==> src/rtl/gate_bist_pkg.sv <==
// Shared constants for the gate BIST engine: gate-function codes, FSM state
// encoding and a helper that screens out the reserved mode codes.
package gate_bist_pkg;

  localparam int ST_W = 2;

  localparam logic [ST_W-1:0] ST_IDLE  = 2'd0;
  localparam logic [ST_W-1:0] ST_APPLY = 2'd1;
  localparam logic [ST_W-1:0] ST_CHECK = 2'd2;
  localparam logic [ST_W-1:0] ST_DONE  = 2'd3;

  localparam logic [2:0] MODE_AND  = 3'd0;
  localparam logic [2:0] MODE_OR   = 3'd1;
  localparam logic [2:0] MODE_NAND = 3'd2;
  localparam logic [2:0] MODE_NOR  = 3'd3;
  localparam logic [2:0] MODE_XOR  = 3'd4;
  localparam logic [2:0] MODE_XNOR = 3'd5;

  // Codes 6 and 7 have no golden function and must never start a run.
  function automatic logic mode_legal(input logic [2:0] m);
    return (m <= MODE_XNOR);
  endfunction

endpackage

==> src/rtl/gate_bist_model.sv <==
// Combinational golden reference for an N_IN-input gate. Kept separate so
// benches can reuse it. Reserved mode codes yield 0 (never used by the engine).
module gate_model
  import gate_bist_pkg::*;
#(
  parameter int N_IN = 2
) (
  input  logic [2:0]      mode,
  input  logic [N_IN-1:0] pat,
  output logic            exp
);

  // Select the reduction matching the requested gate function.
  always_comb begin
    exp = 1'b0;
    case (mode)
      MODE_AND:  exp = &pat;
      MODE_OR:   exp = |pat;
      MODE_NAND: exp = ~&pat;
      MODE_NOR:  exp = ~|pat;
      MODE_XOR:  exp = ^pat;
      MODE_XNOR: exp = ~^pat;
      default:   exp = 1'b0;
    endcase
  end

endmodule

==> src/rtl/gate_bist.sv <==
// Built-in self-test engine for an external N_IN-input combinational gate.
// Walks every input pattern, holds each for SETTLE cycles, samples the gate
// output for one CHECK cycle and counts mismatches (saturating).
// Optional first-failure capture is built when GATE_BIST_FIRST_FAIL_EN is
// defined (adds first_fail_vld / first_fail_pat).
module gate_bist
  import gate_bist_pkg::*;
#(
  parameter int N_IN   = 2,
  parameter int SETTLE = 1,
  parameter int ERR_W  = 8
) (
  input  logic             clock,
  input  logic             resetn,
  input  logic             start,
  input  logic [2:0]       mode,
  output logic [N_IN-1:0]  pat_out,
  input  logic             dut_in,
  output logic             busy,
  output logic             done,
  output logic             pass,
  output logic [ERR_W-1:0] err_count
`ifdef GATE_BIST_FIRST_FAIL_EN
  ,
  output logic             first_fail_vld,
  output logic [N_IN-1:0]  first_fail_pat
`endif
);

  // A one-cycle settle interval needs no real counter; keep a 1-bit stub.
  localparam int SC_W = (SETTLE > 1) ? $clog2(SETTLE) : 1;

  logic [ST_W-1:0]  state_r;
  logic [SC_W-1:0]  settle_cnt_r;
  logic [N_IN-1:0]  pat_r;
  logic [2:0]       mode_r;
  logic [ERR_W-1:0] err_r;
  logic             busy_r;
  logic             done_r;

  logic accept_s;
  logic exp_s;
  logic mismatch_s;
  logic last_pat_s;
  logic settle_last_s;
  logic err_sat_s;

  gate_model #(.N_IN(N_IN)) u_model (
    .mode (mode_r),
    .pat  (pat_r),
    .exp  (exp_s)
  );

  assign accept_s      = start && mode_legal(mode) &&
                         ((state_r == ST_IDLE) || (state_r == ST_DONE));
  assign mismatch_s    = (state_r == ST_CHECK) && (dut_in != exp_s);
  assign last_pat_s    = (pat_r == {N_IN{1'b1}});
  assign settle_last_s = (settle_cnt_r == SC_W'(SETTLE - 1));
  assign err_sat_s     = (err_r == {ERR_W{1'b1}});

  // Run sequencer: settle timing, pattern walk and mismatch counting.
  always_ff @(posedge clock or negedge resetn) begin
    if (!resetn) begin
      state_r      <= ST_IDLE;
      settle_cnt_r <= {SC_W{1'b0}};
      pat_r        <= {N_IN{1'b0}};
      mode_r       <= MODE_AND;
      err_r        <= {ERR_W{1'b0}};
      busy_r       <= 1'b0;
      done_r       <= 1'b0;
    end else begin
      case (state_r)
        ST_IDLE, ST_DONE: begin
          if (accept_s) begin
            mode_r       <= mode;
            pat_r        <= {N_IN{1'b0}};
            err_r        <= {ERR_W{1'b0}};
            settle_cnt_r <= {SC_W{1'b0}};
            done_r       <= 1'b0;
            busy_r       <= 1'b1;
            state_r      <= ST_APPLY;
          end else begin
            state_r <= state_r;
          end
        end
        ST_APPLY: begin
          if (settle_last_s) begin
            settle_cnt_r <= {SC_W{1'b0}};
            state_r      <= ST_CHECK;
          end else begin
            settle_cnt_r <= settle_cnt_r + SC_W'(1'b1);
          end
        end
        ST_CHECK: begin
          if (mismatch_s && !err_sat_s) begin
            err_r <= err_r + ERR_W'(1'b1);
          end else begin
            err_r <= err_r;
          end
          if (last_pat_s) begin
            pat_r   <= {N_IN{1'b0}};
            busy_r  <= 1'b0;
            done_r  <= 1'b1;
            state_r <= ST_DONE;
          end else begin
            pat_r   <= pat_r + N_IN'(1'b1);
            state_r <= ST_APPLY;
          end
        end
        default: begin
          busy_r  <= 1'b0;
          state_r <= ST_IDLE;
        end
      endcase
    end
  end

`ifdef GATE_BIST_FIRST_FAIL_EN
  logic            ff_vld_r;
  logic [N_IN-1:0] ff_pat_r;

  // Capture the pattern of the first mismatch of each run; later ones are dropped.
  always_ff @(posedge clock or negedge resetn) begin
    if (!resetn) begin
      ff_vld_r <= 1'b0;
      ff_pat_r <= {N_IN{1'b0}};
    end else if (accept_s) begin
      ff_vld_r <= 1'b0;
      ff_pat_r <= {N_IN{1'b0}};
    end else if (mismatch_s && !ff_vld_r) begin
      ff_vld_r <= 1'b1;
      ff_pat_r <= pat_r;
    end else begin
      ff_vld_r <= ff_vld_r;
      ff_pat_r <= ff_pat_r;
    end
  end

  assign first_fail_vld = ff_vld_r;
  assign first_fail_pat = ff_pat_r;
`endif

  assign pat_out   = pat_r;
  assign busy      = busy_r;
  assign done      = done_r;
  assign err_count = err_r;
  assign pass      = done_r && (err_r == {ERR_W{1'b0}});

endmodule
==> config.mk <==
export PLATFORM = sky130hd
export DESIGN_NAME = gate_bist
export DESIGN_NICKNAME = d
export VERILOG_FILES = /design/src/rtl/gate_bist_pkg.sv /design/src/rtl/gate_bist_model.sv /design/src/rtl/gate_bist.sv
export SDC_FILE = /design/constraint.sdc
export NUM_CORES = 1
export LEC_CHECK = 0
export BUFFER_PORTS_ARGS = -buffer_cell sky130_fd_sc_hd__buf_2
export CAP_MARGIN = 20
export CELL_PAD_IN_SITES_DETAIL_PLACEMENT = 0
export CELL_PAD_IN_SITES_GLOBAL_PLACEMENT = 1
export CORE_MARGIN = 4
export CORE_UTILIZATION = 37
export DETAILED_ROUTE_END_ITERATION = 12
export PLACE_DENSITY = 0.86
export SETUP_SLACK_MARGIN = 0.02
export SYNTH_ARGS = -nofsm -noshare
export SYNTH_HDL_FRONTEND = slang
export SYNTH_SLANG_ARGS = --single-unit
export TNS_END_PERCENT = 1
==> constraint.sdc <==
create_clock -name clock -period 2.2 [get_ports clock]
set_input_delay 0.33 -clock clock [delete_from_list [all_inputs] [get_ports clock]]
set_output_delay 0.33 -clock clock [all_outputs]
set_load 0.005 [all_outputs]
==> results of run 1 <==
-- worst max path at each step --
| stage | start | end | slack [ps] | cells past startpoint |
|---|---|---|---|---|
| 2_1_floorplan | state_r[0] | err_count[7] | -70 | 8 |
| 3_3_place_gp | state_r[0] | err_count[7] | -30 | 7 |
| 3_5_place_dp | state_r[0] | err_count[7] | -90 | 7 |
| 4_1_cts | pat_out[0] | err_count[7] | -2 | 7 |
| 5_1_grt | pat_out[0] | err_count[7] | -80 | 7 |
| 6_report | pat_out[0] | err_count[7] | -4 | 7 |
-- routing by layer --
layer  up-vias  track usage, %
met5         -               0
met4         0           4.959
met3         5           4.317
met2        19           22.64
met1       462           16.95
li1        484               -
-- what timing repair did --
| action | in CTS | in global routing |
|---|---|---|
| endpoints found under the setup margin | 1 | 1 |
| pin swaps | 0 | 0 |
| buffers inserted | 2 | 0 |
| hold buffers | 1 | 0 |
| endpoints found under the hold margin | 17 | 0 |
| gates resized for setup | 4 | 0 |
-- metrics by stage --
| step | power (W) | std cells |
|---|---|---|
| 3_3_place_gp | 0.001116 | 170 |
| 2_1_floorplan | 0.0009205 | 115 |
| 3_5_place_dp | 0.001143 | 170 |
| 4_1_cts | 0.001367 | 177 |
| 5_1_grt | 0.001478 | 177 |
| 6_report | 0.001353 | 177 |
-- state kept, by name, summed over array words and instances (netlist names) --
register / count
busy: 1
state_r: 2
pat_out: 2
done: 1
mode_r: 3
err_count: 8
-- cell type report --
cell class              instances  area [um2]  area share [%]
inverters                       7       26.28           1.923
flip-flops and latches         17       425.4           31.14
well taps                      31       38.79           2.839
repair buffers                 31       187.7           13.74
multi-input cells              87       661.9           48.44
clock buffers                   4       26.28           1.923
-- critical path, cell delays in order, from the launching register on --
cell and delay (ps):
sky130_fd_sc_hd__dfrtp_1 420, sky130_fd_sc_hd__inv_2 80, sky130_fd_sc_hd__ha_4 210, sky130_fd_sc_hd__xnor2_2 130, sky130_fd_sc_hd__mux2i_1 140, sky130_fd_sc_hd__or4_4 450, sky130_fd_sc_hd__or4_4 550, sky130_fd_sc_hd__mux2i_1 130
-- power by group through the flow --
stage / Sequential, W / Clock (W) / Combinational [W]
after floorplan: 0.000456 / 0 / 0.000464
after global placement: 0.000460 / 0 / 0.000656
after detailed placement: 0.000468 / 0 / 0.000675
after CTS: 0.000464 / 0.000181 / 0.000722
after global routing: 0.000482 / 0.000194 / 0.000801
final: 0.000464 / 0.000173 / 0.000717
-- cells in the mapped netlist, types with 2 or more instances --
library cell,count
sky130_fd_sc_hd__nand3b_1,2
sky130_fd_sc_hd__nand2b_1,5
sky130_fd_sc_hd__inv_1,7
sky130_fd_sc_hd__mux2_2,3
sky130_fd_sc_hd__nand3_1,6
sky130_fd_sc_hd__nor3_1,2
sky130_fd_sc_hd__mux2i_1,6
sky130_fd_sc_hd__nand4b_1,2
sky130_fd_sc_hd__a32o_1,2
sky130_fd_sc_hd__or4_1,2
sky130_fd_sc_hd__dfrtp_1,17
sky130_fd_sc_hd__nor2_1,6
sky130_fd_sc_hd__and4b_1,2
sky130_fd_sc_hd__a21oi_1,6
sky130_fd_sc_hd__buf_2,3
sky130_fd_sc_hd__ha_1,7
sky130_fd_sc_hd__nand2_1,12
sky130_fd_sc_hd__nand4_1,2
sky130_fd_sc_hd__o21ai_0,5
-- logic make-up after synthesis --
kind of cell    share of synthesized area [%]
compound gates                          13.00
xor+xnor                                1.483
fa+ha+maj                               7.981
buf+inv                                 4.105
flops                                   38.77
mux                                     8.552
simple gates                            26.11
==> impl_results.rst, run 1 <==
.. list-table::
   :header-rows: 1

   * - Metric
     - Value
   * - Die width
     - 62.46 um
   * - Total via count after detailed routing
     - slightly below 1,000
   * - Count of final setup violators
     - 1
   * - Clock latency of the later-clocked register in the worst-skew pair
     - 300 ps
   * - Post-synth EDFFs
     - 0
   * - Clock transition at the registers of the reported paths
     - 100 ps
   * - Post-Syn Nets
     - 129
   * - Routed vias/inst
     - 5.480
   * - Placed standard-cell area
     - 1300 um2
   * - Worst Setup Slack post-DPL
     - -85.80 ps
   * - Worst hold slack across all endpoints
     - 263.5 ps
   * - Time the final worst path needs with I/O delays and setup
     - between 2000 and 2500 ps
   * - Number of fill cells
     - roughly 270
   * - Core Area
     - 2805 um2
   * - Largest net degree at the start of global routing
     - 18
   * - Number of primary I/O pins
     - 20
   * - Clock share of power
     - 12.8%
   * - Die area
     - 3901 um2
   * - CTS tree
     - yes
   * - Total global-route track usage
     - 13.79%
   * - Actual transition at the worst max-transition pin
     - 398.0 ps
   * - Worst Hold Endpoint
     - mode_r[0]
   * - Largest fanout on the critical path
     - 5
   * - Num rows
     - 19
   * - Relative slew slack
     - 73.47%
   * - R2R cell count
     - 7
   * - Half-perimeter wire length after placement
     - 1.852 mm
   * - Synth Instances
     - 115
   * - Share of async-settable or async-resettable flops after synthesis
     - between 90% and 100%
   * - CTS H-Tree Depth
     - 1
   * - Most common cell after layout, fill and taps aside
     - sky130_fd_sc_hd__buf_2
   * - Hold violation count in the final report
     - 0
   * - Clk buf depth
     - 2
   * - Yosys Warn Count
     - 0
   * - Worst path required time
     - 2400 ps
   * - Most used flip-flop cell after synthesis
     - sky130_fd_sc_hd__dfrtp_1
   * - Hold Crit Depth
     - 2
   * - Crit path capture type
     - flip-flop
   * - CTS buffer count
     - 3
   * - Min setup slack post-route
     - -4.298 ps
   * - Max Fclk
     - roughly 0.45 GHz
   * - Number of unique standard cell types used by synthesis
     - 37
   * - Cell-internal power
     - between 0.0008 and 0.0009 W
   * - Reg2Reg Setup Slack
     - -4 ps
   * - Power density normalized to cell area
     - 990.5 nW/um2
   * - Total length of routed met3 wires
     - 109 um
   * - LEAKAGE
     - 0.6661 nW
   * - Area of the mapped netlist
     - between 1000 and 1500 um2
   * - Total overflow reported by the global router
     - 0
   * - Type of origin of the critical path
     - flip-flop
   * - Most frequent cells in the layout
     - sky130_fd_sc_hd__buf_2, sky130_fd_sc_hd__dfrtp_1, sky130_fd_sc_hd__nand2_1, sky130_fd_sc_hd__buf_4
   * - Switch Pwr
     - 0.0005358 W
   * - Number of max-capacitance violations reported
     - 0
   * - Mean Syn Cell Area
     - roughly 9.5 um2
   * - Start of the worst register-to-register path
     - pat_out[0]
   * - Type of the setup path with the least slack
     - flip-flop to flip-flop
   * - # nets final
     - 161
   * - Post-route DRC
     - 0
   * - Arrival time of the worst setup path
     - approximately 2400 ps
   * - Accumulated negative setup slack
     - -4.298 ps
   * - Logic pwr share
     - 52.9%
   * - Yosys top cell area share
     - between 30% and 40%
   * - Met2 wire len
     - 1.157 mm
   * - Failing checks
     - setup timing
   * - Library cell occupying the most area in the post-synthesis netlist
     - sky130_fd_sc_hd__dfrtp_1
   * - Maximum clock skew at final layout
     - 9.516 ps
   * - #FFs+latches synth
     - 17
   * - Utilization after layout
     - approximately half
   * - Crit share post-route
     - 100.2%
   * - Average routed wire per standard cell
     - 13.66 um
   * - 1st-pass router iterations
     - 4
   * - Final Max Tran Viols
     - 0
   * - Antenna Diode Count
     - 0
   * - Number of design-rule violations left by the first detailed-router iteration
     - 50
   * - Reg2Reg Capture Point
     - err_count[7]
   * - Wire length of the first global-routing pass
     - 4.347 mm
   * - Outcome
     - finished, violations left
   * - Remaining number of nets flagged by the antenna check after routing
     - 0
   * - Fraction of power spent switching nets
     - approximately 40%
   * - Die height
     - 62.46 um
   * - Master cell of the clock root buffer
     - sky130_fd_sc_hd__clkbuf_4
   * - Gp weighted congestion
     - 0.7886
   * - Fraction of the yosys area taken by sequential cells
     - 38.77%
   * - Largest cells by area after synthesis
     - sky130_fd_sc_hd__dfrtp_1, sky130_fd_sc_hd__ha_1, sky130_fd_sc_hd__mux2i_1
   * - Highest routing layer actually used
     - met4
   * - Register share of total power
     - 34.3%
   * - Antenna violations before repair
     - 0
   * - Number of global-route vias before repair
     - 948
   * - Finished Cell Area
     - 1366 um2
   * - M1 wire length
     - between 1 and 1.5 mm
   * - Beginning of the worst hold path
     - mode[0]
   * - Layout Area Growth over Synthesis
     - 24.52%
   * - # port buffers
     - 19
   * - TritonCTS sink count
     - 17
   * - Maximum ir drop on the vdd rail
     - around 0.57 mV
   * - Share of post-route cells with drive strength above 1
     - 33.56%
   * - Initial Util
     - 39.12%
   * - Routed Wire Length
     - roughly 2.4 mm
   * - Hold Crit Class
     - primary input to flip-flop
   * - Unrepaired setup endpoints after global routing
     - true
(Power assumes the default switching activity.)
==> run 2: changes to the inputs <==
Settings changed: SLEW_MARGIN set to 20, TNS_END_PERCENT 1 to 100.
==> run 2 against run 1 <==
The run now ends clean. Routed wire length up 4.1%. Cell count down 1.7%. Total power fell by 1.2%. Core utilization decreased by 0.71 points. Clock skew down 4.1 ps. Count of clock-buffer cells in the layout is the same. Critical path depth is the same. Critical endpoint is now err_count[6]. Largest cell class unchanged. Highest routed layer unchanged.
==> impl_results.rst, run 2 (synthesis gave the netlist of run 1 again) <==
.. list-table::
   :header-rows: 1

   * - Metric
     - Value
   * - Layout Area Growth over Synthesis
     - 22.69%
   * - Most frequent cells in the layout
     - sky130_fd_sc_hd__buf_2, sky130_fd_sc_hd__dfrtp_1, sky130_fd_sc_hd__nand2_1, sky130_fd_sc_hd__buf_4
   * - Die width
     - 62.46 um (unchanged)
   * - Master cell of the clock root buffer
     - sky130_fd_sc_hd__clkbuf_4
   * - Final cell count without fillers
     - 174 (-1.7%)
   * - Type of the setup path with the least slack
     - flip-flop to flip-flop
   * - Maximum clock skew at final layout
     - 5.455 ps (-4.062 ps)
   * - Die height
     - 62.46 um (unchanged)
   * - Number of max-capacitance violations reported
     - 0 (unchanged)
   * - Maximum ir drop on the vdd rail
     - 0.5741 mV (+1.3%)
   * - Half-perimeter wire length after placement
     - 1.944 mm (+5.0%)
   * - Wire length of the first global-routing pass
     - 4.340 mm (-0.16%)
   * - Arrival time of the worst setup path
     - 2300 ps (-100 ps)
   * - # nets final
     - 158 (-1.9%)
   * - Total global-route track usage
     - 13.51% (-0.28 points)
   * - Average routed wire per standard cell
     - 14.45 um (+5.8%)
   * - LEAKAGE
     - 0.6509 nW (-2.3%)
   * - Gp weighted congestion
     - 0.7588 (-3.8%)
   * - Flip-flop count of the largest register, all copies and words added
     - 8 (unchanged)
   * - Actual transition at the worst max-transition pin
     - 397.0 ps (-1.055 ps)
   * - Clock transition at the registers of the reported paths
     - 100 ps (about the same)
   * - Largest fanout on the critical path
     - 4 (-1)
   * - Type of origin of the critical path
     - flip-flop
   * - # port buffers
     - 19 (unchanged)
   * - Remaining number of nets flagged by the antenna check after routing
     - 0 (unchanged)
   * - Number of fill cells
     - 271 (-1.1%)
   * - Utilization after layout
     - 47.99% (-0.71 points)
   * - Total Power Consumption
     - 0.001337 W (-1.2%)
   * - Relative slew slack
     - 73.46% (about the same)
   * - Max Fclk
     - 0.4738 GHz (+4.4%)
   * - Antenna violations before repair
     - 0 (unchanged)
   * - Power density normalized to cell area
     - 993.2 nW/um2 (+0.27%)
   * - Outcome
     - complete, no violations
   * - CTS tree
     - yes
   * - Routed vias/inst
     - 5.598 (+2.1%)
   * - Num rows
     - 19 (unchanged)
   * - CTS buffer count
     - 3 (unchanged)
   * - Clk buf depth
     - 2 (unchanged)
   * - Total overflow reported by the global router
     - 0 (unchanged)
   * - Total area of multi-input combinational cells
     - 664.4 um2 (+0.38%)
   * - Hold Crit Class
     - primary input to flip-flop
   * - Initial Util
     - 39.12% (unchanged)
   * - Unrepaired setup endpoints after global routing
     - true
   * - Number of global-route vias before repair
     - 971 (+2.4%)
   * - Min setup slack post-route
     - 89.46 ps (+93.76 ps)
   * - Number of primary I/O pins
     - 20 (unchanged)
   * - Hold violation count in the final report
     - 0 (unchanged)
   * - Time the final worst path needs with I/O delays and setup
     - 2111 ps (-93.76 ps)
   * - Accumulated negative setup slack
     - 0 ps (+4.298 ps)
   * - Start of the worst register-to-register path
     - pat_out[0]
   * - Number of design-rule violations left by the first detailed-router iteration
     - 25 (-50%)
   * - Worst Setup Slack post-DPL
     - -5.056 ps (+80.74 ps)
   * - 1st-pass router iterations
     - 4 (unchanged)
   * - Most common cell after layout, fill and taps aside
     - sky130_fd_sc_hd__buf_2
   * - Total via count after detailed routing
     - 974 (+0.41%)
   * - Routed Wire Length
     - 2.515 mm (+4.1%)
   * - Crit path capture type
     - flip-flop
   * - CTS H-Tree Depth
     - 1 (unchanged)
   * - Share of post-route cells with drive strength above 1
     - 32.17% (-1.4 points)
   * - Number of placed instances with taps included
     - 167 (-1.8%)
   * - Beginning of the worst hold path
     - mode[0]
   * - TritonCTS sink count
     - 17 (unchanged)
   * - Antenna Diode Count
     - 0 (unchanged)
   * - Crit share post-route
     - 95.93% (-4.3 points)
   * - Die area
     - 3901 um2 (unchanged)
   * - Clock latency of the later-clocked register in the worst-skew pair
     - 300 ps (about the same)
   * - Post-route DRC
     - 0 (unchanged)
   * - Timing startpoint of the critical path
     - pat_out[0]
   * - Final Max Tran Viols
     - 0 (unchanged)
   * - Largest net degree at the start of global routing
     - 18 (unchanged)
   * - FF/Latch Area
     - 425.4 um2 (unchanged)
   * - Count of final setup violators
     - 0 (-1)
   * - Core Area
     - 2805 um2 (unchanged)
   * - Worst path required time
     - 2390 ps (about the same)
-- run 2: changes by cell type in the layout (fill, tap and decap cells not counted) --
cell,before,now
sky130_fd_sc_hd__nor2_1,5,6
sky130_fd_sc_hd__a211oi_2,0,1
sky130_fd_sc_hd__buf_4,11,8
sky130_fd_sc_hd__nor2_2,1,0
sky130_fd_sc_hd__a211oi_1,1,0
-- run 2: worst paths after layout --
kind / endpoint / slack [ps] / cells after the start
setup / recovery: err_count[6] / 90 / 7
hold / removal: mode_r[0] / 270 / 2
setup reg to reg: err_count[6] / 90 / 7
hold reg to reg: busy / 520 / 2
max in group asynchronous: done / 1440 / 2
min in group asynchronous: err_count[6] / 480 / 2
-- run 2: per-layer routing --
layer	share of wire, %	track usage [%]	wire length [um]
met2	50	23.97	1251
met4	0.68	2.479	17
met5	0	0	0
met3	4.9	3.957	124
met1	45	16.22	1122
-- run 2: timing repair --
item / in CTS / in global routing
hold buffers: 1 / 0
cloned: 0 / 0
gates resized for setup: 2 / 0
setup endpoints to repair: 1 / 3
pin swaps: 2 / 2
hold endpoints to repair: 17 / 0
setup buffers: 2 / 0
-- run 2: per-stage QoR --
step	area, um2	hold WS [ps]
finish	1346	268.3
global route	1346	277.6
CTS	1346	265.9
detailed placement	1285	281.7
global placement	1285	277.7
floorplan	1132	34.41
-- run 2: power breakdown --
part           total, W  internal (W)  switching (W)
sequential     0.000468      0.000382      0.0000856
combinational  0.000696      0.000349       0.000347
clock          0.000174     0.0000707       0.000103
total           0.00134      0.000801       0.000536
-- run 2: area by class of cell --
cell class	count	share of cell area (%)
multi-input combinational	87	49.35
inverter	7	1.952
clock buffer	4	1.952
sequential	17	31.60
tap	31	2.881
timing repair buffer	28	12.27
-- run 2: worst max-delay path: stages, from the launching register on --
cell and delay, ps:
sky130_fd_sc_hd__dfrtp_1 420, sky130_fd_sc_hd__inv_2 60, sky130_fd_sc_hd__ha_4 150, sky130_fd_sc_hd__and2_1 150, sky130_fd_sc_hd__a2bb2oi_2 160, sky130_fd_sc_hd__or4_4 500, sky130_fd_sc_hd__or4_4 430, sky130_fd_sc_hd__mux2i_1 130
